**src/rtl/sram_request_handler.sv**
```systemverilog
// Single-port SRAM arbiter between VGA pixel-word fetches and CPU data-bus accesses.
// Holds a one-word VGA buffer and stalls the CPU while the VGA stage is (about to be) active.
module sram_request_handler #(
   parameter int unsigned READ_LATENCY = 2,
   parameter int unsigned ADDR_W       = 32
) (
   input  logic              clk,
   input  logic              nrst,
   input  logic [1:0]        vga_state,
   input  logic              vga_req,
   input  logic [ADDR_W-1:0] vga_addr,
   output logic [31:0]       vga_data,
   output logic              vga_busy,
   input  logic              cpu_ren,
   input  logic              cpu_wen,
   input  logic [ADDR_W-1:0] cpu_addr,
   input  logic [31:0]       cpu_wdata,
   input  logic [3:0]        cpu_sel,
   output logic [31:0]       cpu_rdata,
   output logic              cpu_busy,
   output logic [ADDR_W-1:0] sram_addr,
   output logic [31:0]       sram_wdata,
   output logic [3:0]        sram_sel,
   output logic              sram_ren,
   output logic              sram_wen,
   input  logic [31:0]       sram_rdata
);

   localparam int unsigned CNT_W  = 4;
   localparam int unsigned DATA_W = 32;
   localparam int unsigned SEL_W  = 4;

   typedef enum logic [1:0] {IDLE, CPU_ACC, VGA_ACC} state_t;

   state_t              state, state_nxt;
   logic [CNT_W-1:0]    cnt, cnt_nxt;
   logic [ADDR_W-1:0]   buf_addr, buf_addr_nxt;
   logic                buf_valid, buf_valid_nxt;
   logic                cpu_done, cpu_done_nxt;
   logic [1:0]          vga_phase, vga_phase_q;
   logic [DATA_W-1:0]   vga_data_nxt, cpu_rdata_nxt;
   logic [ADDR_W-1:0]   sram_addr_nxt;
   logic [DATA_W-1:0]   sram_wdata_nxt;
   logic [SEL_W-1:0]    sram_sel_nxt;
   logic                sram_ren_nxt, sram_wen_nxt;
   logic                hit, cpu_req, frame_start;

   // Phase 3 behaves as inactive
   assign vga_phase   = (vga_state == 2'd3) ? 2'd0 : vga_state;
   assign frame_start = (vga_phase == 2'd1) && (vga_phase_q == 2'd0);
   assign hit         = buf_valid & (vga_addr == buf_addr);
   assign cpu_req     = cpu_ren | cpu_wen;
   assign vga_busy    = vga_req & ~hit;
   assign cpu_busy    = cpu_req & ~cpu_done;

   // State and datapath registers
   always_ff @(posedge clk or negedge nrst) begin
      if (!nrst) begin
         state       <= IDLE;
         cnt         <= '0;
         buf_addr    <= '0;
         buf_valid   <= 1'b0;
         cpu_done    <= 1'b0;
         vga_phase_q <= 2'd0;
         vga_data    <= '0;
         cpu_rdata   <= '0;
         sram_addr   <= '0;
         sram_wdata  <= '0;
         sram_sel    <= '0;
         sram_ren    <= 1'b0;
         sram_wen    <= 1'b0;
      end else begin
         state       <= state_nxt;
         cnt         <= cnt_nxt;
         buf_addr    <= buf_addr_nxt;
         buf_valid   <= buf_valid_nxt;
         cpu_done    <= cpu_done_nxt;
         vga_phase_q <= vga_phase;
         vga_data    <= vga_data_nxt;
         cpu_rdata   <= cpu_rdata_nxt;
         sram_addr   <= sram_addr_nxt;
         sram_wdata  <= sram_wdata_nxt;
         sram_sel    <= sram_sel_nxt;
         sram_ren    <= sram_ren_nxt;
         sram_wen    <= sram_wen_nxt;
      end
   end

   // Grant, access sequencing and buffer maintenance
   always_comb begin
      state_nxt      = state;
      cnt_nxt        = cnt;
      buf_addr_nxt   = buf_addr;
      buf_valid_nxt  = frame_start ? 1'b0 : buf_valid;
      cpu_done_nxt   = 1'b0;
      vga_data_nxt   = vga_data;
      cpu_rdata_nxt  = cpu_rdata;
      sram_addr_nxt  = sram_addr;
      sram_wdata_nxt = sram_wdata;
      sram_sel_nxt   = sram_sel;
      sram_ren_nxt   = sram_ren;
      sram_wen_nxt   = sram_wen;

      case (state)
         IDLE: begin
            if (vga_busy) begin
               state_nxt      = VGA_ACC;
               cnt_nxt        = CNT_W'(READ_LATENCY - 1);
               sram_addr_nxt  = vga_addr;
               sram_wdata_nxt = '0;
               sram_sel_nxt   = SEL_W'(4'hF);
               sram_ren_nxt   = 1'b1;
               sram_wen_nxt   = 1'b0;
            end else if (cpu_req && (vga_phase == 2'd0) && !cpu_done) begin
               state_nxt      = CPU_ACC;
               cnt_nxt        = CNT_W'(READ_LATENCY - 1);
               sram_addr_nxt  = cpu_addr;
               sram_wdata_nxt = cpu_wdata;
               sram_sel_nxt   = cpu_sel;
               sram_ren_nxt   = ~cpu_wen;
               sram_wen_nxt   = cpu_wen;
            end
         end
         CPU_ACC: begin
            if (cnt == '0) begin
               state_nxt    = IDLE;
               cpu_done_nxt = 1'b1;
               if (!sram_wen) begin
                  cpu_rdata_nxt = sram_rdata;
               end else if (sram_addr == buf_addr) begin
                  buf_valid_nxt = 1'b0;
               end
               sram_addr_nxt  = '0;
               sram_wdata_nxt = '0;
               sram_sel_nxt   = '0;
               sram_ren_nxt   = 1'b0;
               sram_wen_nxt   = 1'b0;
            end else begin
               cnt_nxt = cnt - CNT_W'(1);
            end
         end
         VGA_ACC: begin
            if (cnt == '0) begin
               // A fill overrides a same-cycle frame invalidation
               state_nxt      = IDLE;
               vga_data_nxt   = sram_rdata;
               buf_addr_nxt   = sram_addr;
               buf_valid_nxt  = 1'b1;
               sram_addr_nxt  = '0;
               sram_wdata_nxt = '0;
               sram_sel_nxt   = '0;
               sram_ren_nxt   = 1'b0;
               sram_wen_nxt   = 1'b0;
            end else begin
               cnt_nxt = cnt - CNT_W'(1);
            end
         end
         default: state_nxt = IDLE;
      endcase
   end

endmodule

```
**config.mk**
```make
export PLATFORM = sky130hd
export DESIGN_NAME = sram_request_handler
export DESIGN_NICKNAME = d
export VERILOG_FILES = /design/src/rtl/sram_request_handler.sv
export SDC_FILE = /design/constraint.sdc
export NUM_CORES = 1
export LEC_CHECK = 0
export ABC_AREA = 0
export CAP_MARGIN = 20
export CORE_MARGIN = 4
export CORE_UTILIZATION = 50
export DETAILED_ROUTE_END_ITERATION = 6
export DONT_BUFFER_PORTS = 1
export GPL_ROUTABILITY_DRIVEN = 0
export PLACE_DENSITY = 0.73
export SYNTH_ARGS = -nofsm -noshare
export SYNTH_HDL_FRONTEND = slang
export SYNTH_SLANG_ARGS = --single-unit
```
**constraint.sdc**
```tcl
create_clock -name clk -period 4.1 [get_ports clk]
set_clock_uncertainty 0.1 [all_clocks]
set_input_delay 0.41 -clock clk [delete_from_list [all_inputs] [get_ports clk]]
set_output_delay 0.41 -clock clk [all_outputs]
set_load 0.03 [all_outputs]
```
Word level (Yosys, flattened, before mapping)
Cells that the tools add are included.
{"block": "word_totals", "elab_cells": 81, "output_inout_bits": 136, "in_bits": 139, "regBits": 176}
{"block": "classes", "n_eq_ne": 9, "n_bitwise": 8, "n_mux": 35, "addsub": 1, "n_reduce_logical": 15}
{"op": "2-to-1 mux 32 bit", "count": 5}
{"op": "case mux 32 bit (2 select lines)", "count": 2}
{"op": "== test 32 bit", "count": 2}
{"op": "2-to-1 mux 4 bit", "count": 6}
{"op": "case mux 4 bit (2 select lines)", "count": 2}
{"op": "2-to-1 mux 1 bit", "count": 12}
{"op": "AND reduction 3 bit", "count": 3}
{"op": "2-to-1 mux 2 bit", "count": 4}
{"op": "zero test 2 bit", "count": 3}
{"op": "case mux 1 bit (2 select lines)", "count": 3}
{"op": "== test 2 x 1 -> 1 bit, second input constant", "count": 2}
{"op": "== test 2 bit, second input constant", "count": 2}
{"op": "zero test 4 bit", "count": 1}
{"op": "NOT 1 bit", "count": 4}
{"op": "case mux 2 bit (2 select lines)", "count": 1}
{"op": "AND reduction 2 bit", "count": 2}
{"op": "subtractor 4 x 1 -> 4 bit, second input constant", "count": 1}
{"op": "bitwise AND 1 bit", "count": 3}
{"op": "logical AND 1 bit", "count": 3}
{"op": "!= test 3 bit, second input constant", "count": 1}
{"op": "!= test 2 x 1 -> 1 bit, second input constant", "count": 1}
{"op": "!= test 2 bit, second input constant", "count": 1}
{"op": "nonzero test 2 bit", "count": 1}
{"op": "OR reduction 2 bit", "count": 1}
{"op": "other kinds (2)", "count": 2}

Depth between registers and ports, before layout
{"block": "logic_depth", "depth_word": 9, "mapped_depth": 10, "depth_no_buf": 8}

Worst setup path before layout
OpenSTA, ideal clock, no wires.
{"block": "synth_path", "path_kind": "register -> register", "from": "register cnt[0]", "to": "register sram_addr[10]", "arrival_ps": 2103, "path_buffers": 3, "path_stages_with_launch": 10, "setup_ps": 126, "setup_slack_ps": 1771, "synth_period_minus_slack_ps": 2329, "cell_sequence": "dfrtp_1 -> inv_1 -> ha_1 -> or3b_1 -> clkbuf_1 -> and2_1 -> clkbuf_1 -> clkbuf_1 -> a221o_1 -> o32a_1"}
{"block": "synth_via", "elab_chain_len": 3}
{"element": "from (decl)", "line": "36", "source": "logic [CNT_W-1:0] cnt, cnt_nxt;"}
{"element": "from (signal assigned)", "line": "74", "source": "cnt <= cnt_nxt;"}
{"element": "zero test 4 bit", "line": "125, 143"}
{"element": "!= test 2 x 1 -> 1 bit (no source line)"}
{"element": "AND reduction 3 bit (no source line)"}
{"element": "to (signal assigned)", "line": "81", "source": "sram_addr <= sram_addr_nxt;"}
{"element": "to (decl)", "line": "21", "source": "output logic [ADDR_W-1:0] sram_addr,"}
No other way between the ends.
A chain may end at the register's enable or synchronous reset.

Final worst setup path
{"block": "layout_path", "from": "register buf_addr[22]", "to": "register sram_wdata[25]"}
{"block": "layout_via", "elab_chain_len": 6}
{"element": "from (decl)", "line": "37", "source": "logic [ADDR_W-1:0] buf_addr, buf_addr_nxt;"}
{"element": "from (signal assigned)", "line": "75", "source": "buf_addr <= buf_addr_nxt;"}
{"element": "== test 32 bit *", "line": "51", "source": "assign hit = buf_valid & (vga_addr == buf_addr);"}
{"element": "bitwise AND 1 bit *", "line": "51"}
{"element": "NOT 1 bit *", "line": "53", "source": "assign vga_busy = vga_req & ~hit;"}
{"element": "bitwise AND 1 bit *", "line": "53"}
{"element": "net vga_busy", "line": "13", "source": "output logic vga_busy,"}
{"element": "!= test 3 bit (no source line) or 2-to-1 mux 32 bit (tied branches)"}
{"element": "AND reduction 3 bit (no source line) or case mux 32 bit (2 select lines) (tied branches)"}
{"element": "to (signal assigned)", "line": "82", "source": "sram_wdata <= sram_wdata_nxt;"}
{"element": "to (decl)", "line": "22", "source": "output logic [31:0] sram_wdata,"}
The timed path passes the listed nets; every way through them passes the cells marked *.

==> out/results.txt <==
status: complete, but fails checks
failing checks: hold timing
clock root cell: clkbuf_16
power per cell area: 970 mW/mm^2
Clock transition at path regs: 0.07 ns
initial core utilization: 0.513
starting DRC count in detailed routing: 380
FMAX: 0.323 GHz
pin count of the biggest net entering global routing: 177
Compound-Gate Fraction of Synth Area: 0.156
grt total ovfl: 0
Mapped Cells: 762
worst-path cell chain: xnor2_1 -> nand4_1 -> or3_4 -> o31a_1 -> or2_2 -> o31ai_2
clock tree sinks: 176
multi-input logic area: 0.00411 mm^2
H-Tree Depth: 4
WP data required: 4.31 ns
RSZ-0062 raised after global routing: no
critical setup path kind: reg -> reg
first-pass GRT wire length: 37300 um
nets@finish: 884
share of cells above drive strength 1: 0.233
mux cell area share after synthesis: 0.157
Worst path top cell family by delay: simple AND/OR/NAND/NOR gates
Bufs on Longest Clock Path: 2
Post-synth top cells: 176 x dfrtp_1, 90 x mux2_2, 70 x nand2_1
top post-synthesis cells by area: dfrtp_1 49%, mux2_2 11%, o31ai_2 4.2%
Final Hold Fails: 176
slowest stage cell, crit path: or2_2
# Post-CTS Setup Buffers: 0
number of remaining DRC errors: 0
DP HPWL: 17100 um
# fillers: 1427
final period utilization: 0.755
Worst-Skew Late Latency: 0.43 ns
Post-Syn Area per Cell: 11.7 um^2
number of diodes: 0
Primary FF master, synth: dfrtp_1
crit path DAT: 3.30 ns
synthesized cell area: 0.00894 mm^2
biggest area consumer among synthesized cells: dfrtp_1
Worst path max stage delay: 0.71 ns
syn nets: 908
Pleak: 4.26 nW
Peak VDD IR: 433 uV
distinct cell type count after synthesis: 49
main combinational cell family by area after synthesis: multiplexers
nature of the critical path startpoint: flip-flop
setup_tns: 0 ns
R2R cell count: 6
hold buffers post-CTS: 1
vias per inst: 6.40
Core Rows: 48
flip-flop and latch area: 0.00440 mm^2
reg-to-reg setup timing slack: 1.01 ns
Crit Path Max Fanout: 33
r2r endpoint: sram_wdata[25]
post-synthesis xor/xnor area fraction: 0.0627
worst hold slack: -0.421 ns
fin crit period: 3.09 ns
actual slew at the worst max-slew pin: 1.08 ns
Max-cap violations: 0
area delta synth->final: 8.76%
Simple-Gate Fraction of Synth Area: 0.0708
Die ar.: 0.0201 mm^2
vias in the first global route: 6563
worst reg2reg path startpoint: buf_addr[22]
initial antenna violation count: 0
Pins Over Slew Limit: 0
fin util: 0.558
Post-synth EDFFs: 0
Max-slew headroom: 0.276
WL final: 23700 um
port bufs: 0
Wirelength per Cell: 24.3 um
Critical Path End Type: flip-flop
Setup violations, final: 0
core area: 0.0174 mm^2
Chip Height: 142 um
drt pass-1 iters: 5
Tot GR Track Use: 0.234
synthesized flop and latch total: 176
vias: 6247
Detail Route Antenna Nets: 0
Boundary Pins: 275
total CTS buffers: 17
synth warn: 0
post-CTS resize count: 0
FFs w/ async S/R, synth: 1.00
Die Wd: 142 um
Buf/Inv on CP: 0
CTS tree: yes
most frequent cell after synthesis: dfrtp_1
top cell type's share of synthesized area: 0.493
worst hold path class: in -> async
sequential share of the synthesized area: 0.493
Adder-Cell Fraction of Synth Area: 0.00980
-- logic make-up (layout without fill, tap and decap cells) --
kind of cell	after synthesis	count (layout)
AO/OA/AOI/OAI	158	158
buffers and inverters	98	87
XOR/XNOR	64	64
AND/OR/NAND/NOR	131	131
adder cells (fa/ha/maj)	7	7
flip-flops	176	176
multiplexers	128	128
-- worst max-delay path by stage --
| stage | start | end | cells past startpoint |
|---|---|---|---|
| global route | cpu_done | sram_wdata[31] | 5 |
| floorplan | cnt[0] | sram_addr[10] | 9 |
| global placement | cpu_done | sram_ren | 7 |
| detailed placement | cpu_done | sram_ren | 7 |
| finish | buf_addr[22] | sram_wdata[25] | 6 |
| CTS | cpu_done | sram_addr[18] | 7 |
-- metal layers --
| layer | wire (um) | up-vias | global-route usage |
|---|---|---|---|
| li1 | - | 2727 | - |
| met1 | 9200 | 3162 | 0.300 |
| met2 | 11800 | 327 | 0.386 |
| met4 | 383 | 0 | 0.0667 |
| met5 | 0 | - | 0 |
| met3 | 2340 | 31 | 0.0728 |
-- power breakdown --
group	leakage, nW	total, W	switching (W)	internal [W]
clock	0.313	0.00179	0.000742	0.00104
sequential	2.17	0.00447	0.00196	0.00251
combinational	1.78	0.00318	0.00163	0.00155
total	4.26	0.00943	0.00433	0.00510
-- sequential cells by signal (all words and copies together), names as in the netlist, 2 cells and up --
signal / flops
buf_addr: 32
cnt: 4
cpu_rdata: 32
sram_addr: 32
sram_sel: 4
sram_wdata: 32
state: 2
vga_data: 32
vga_phase_q: 2
-- placed cells by master (no fill, tap or decap), types with 5 or more instances in the layout --
master     Yosys  layout
o32a_1        32      32
buf_4          0      11
mux2i_1       32      32
nand3_1        6       5
ha_1           7       7
nand4_1        8       8
o31ai_2       30      30
xor2_1        37      37
nor2_1        12       8
nor4_1        13      12
xnor2_1       27      27
nand2_1       70      69
inv_1         42      42
a221o_1       32      32
clkbuf_16      0      17
o21ai_0       41      41
mux2_2        90      90
mux2_1         6       6
dfrtp_1      176     176
o31ai_1        7       7
-- final cells by class --
cell class / count / share of cell area
Clock buffer: 17 / 0.0438
Clock inverter: 15 / 0.0226
Timing Repair Buffer: 13 / 0.0124
Inverter: 42 / 0.0162
Multi-Input combinational cell: 488 / 0.423
Sequential cell: 176 / 0.453
Tap cell: 225 / 0.0290
-- metrics by stage --
stage / hold WS (ns) / cell area, um^2 / std cells / total power (W) / worst slack, ns
3_5_place_dp: 0.0185 / 9040 / 942 / 0.00763 / 0.909
2_1_floorplan: 0.0144 / 8940 / 762 / 0.00681 / 1.77
3_3_place_gp: 0.0183 / 9040 / 942 / 0.00740 / 1.05
4_1_cts: -0.446 / 9700 / 975 / 0.00943 / 0.902
6_report: -0.421 / 9720 / 976 / 0.00943 / 1.01
5_1_grt: -0.456 / 9720 / 976 / 0.00994 / 0.777
Note: power is estimated with default switching activity, not from simulation.
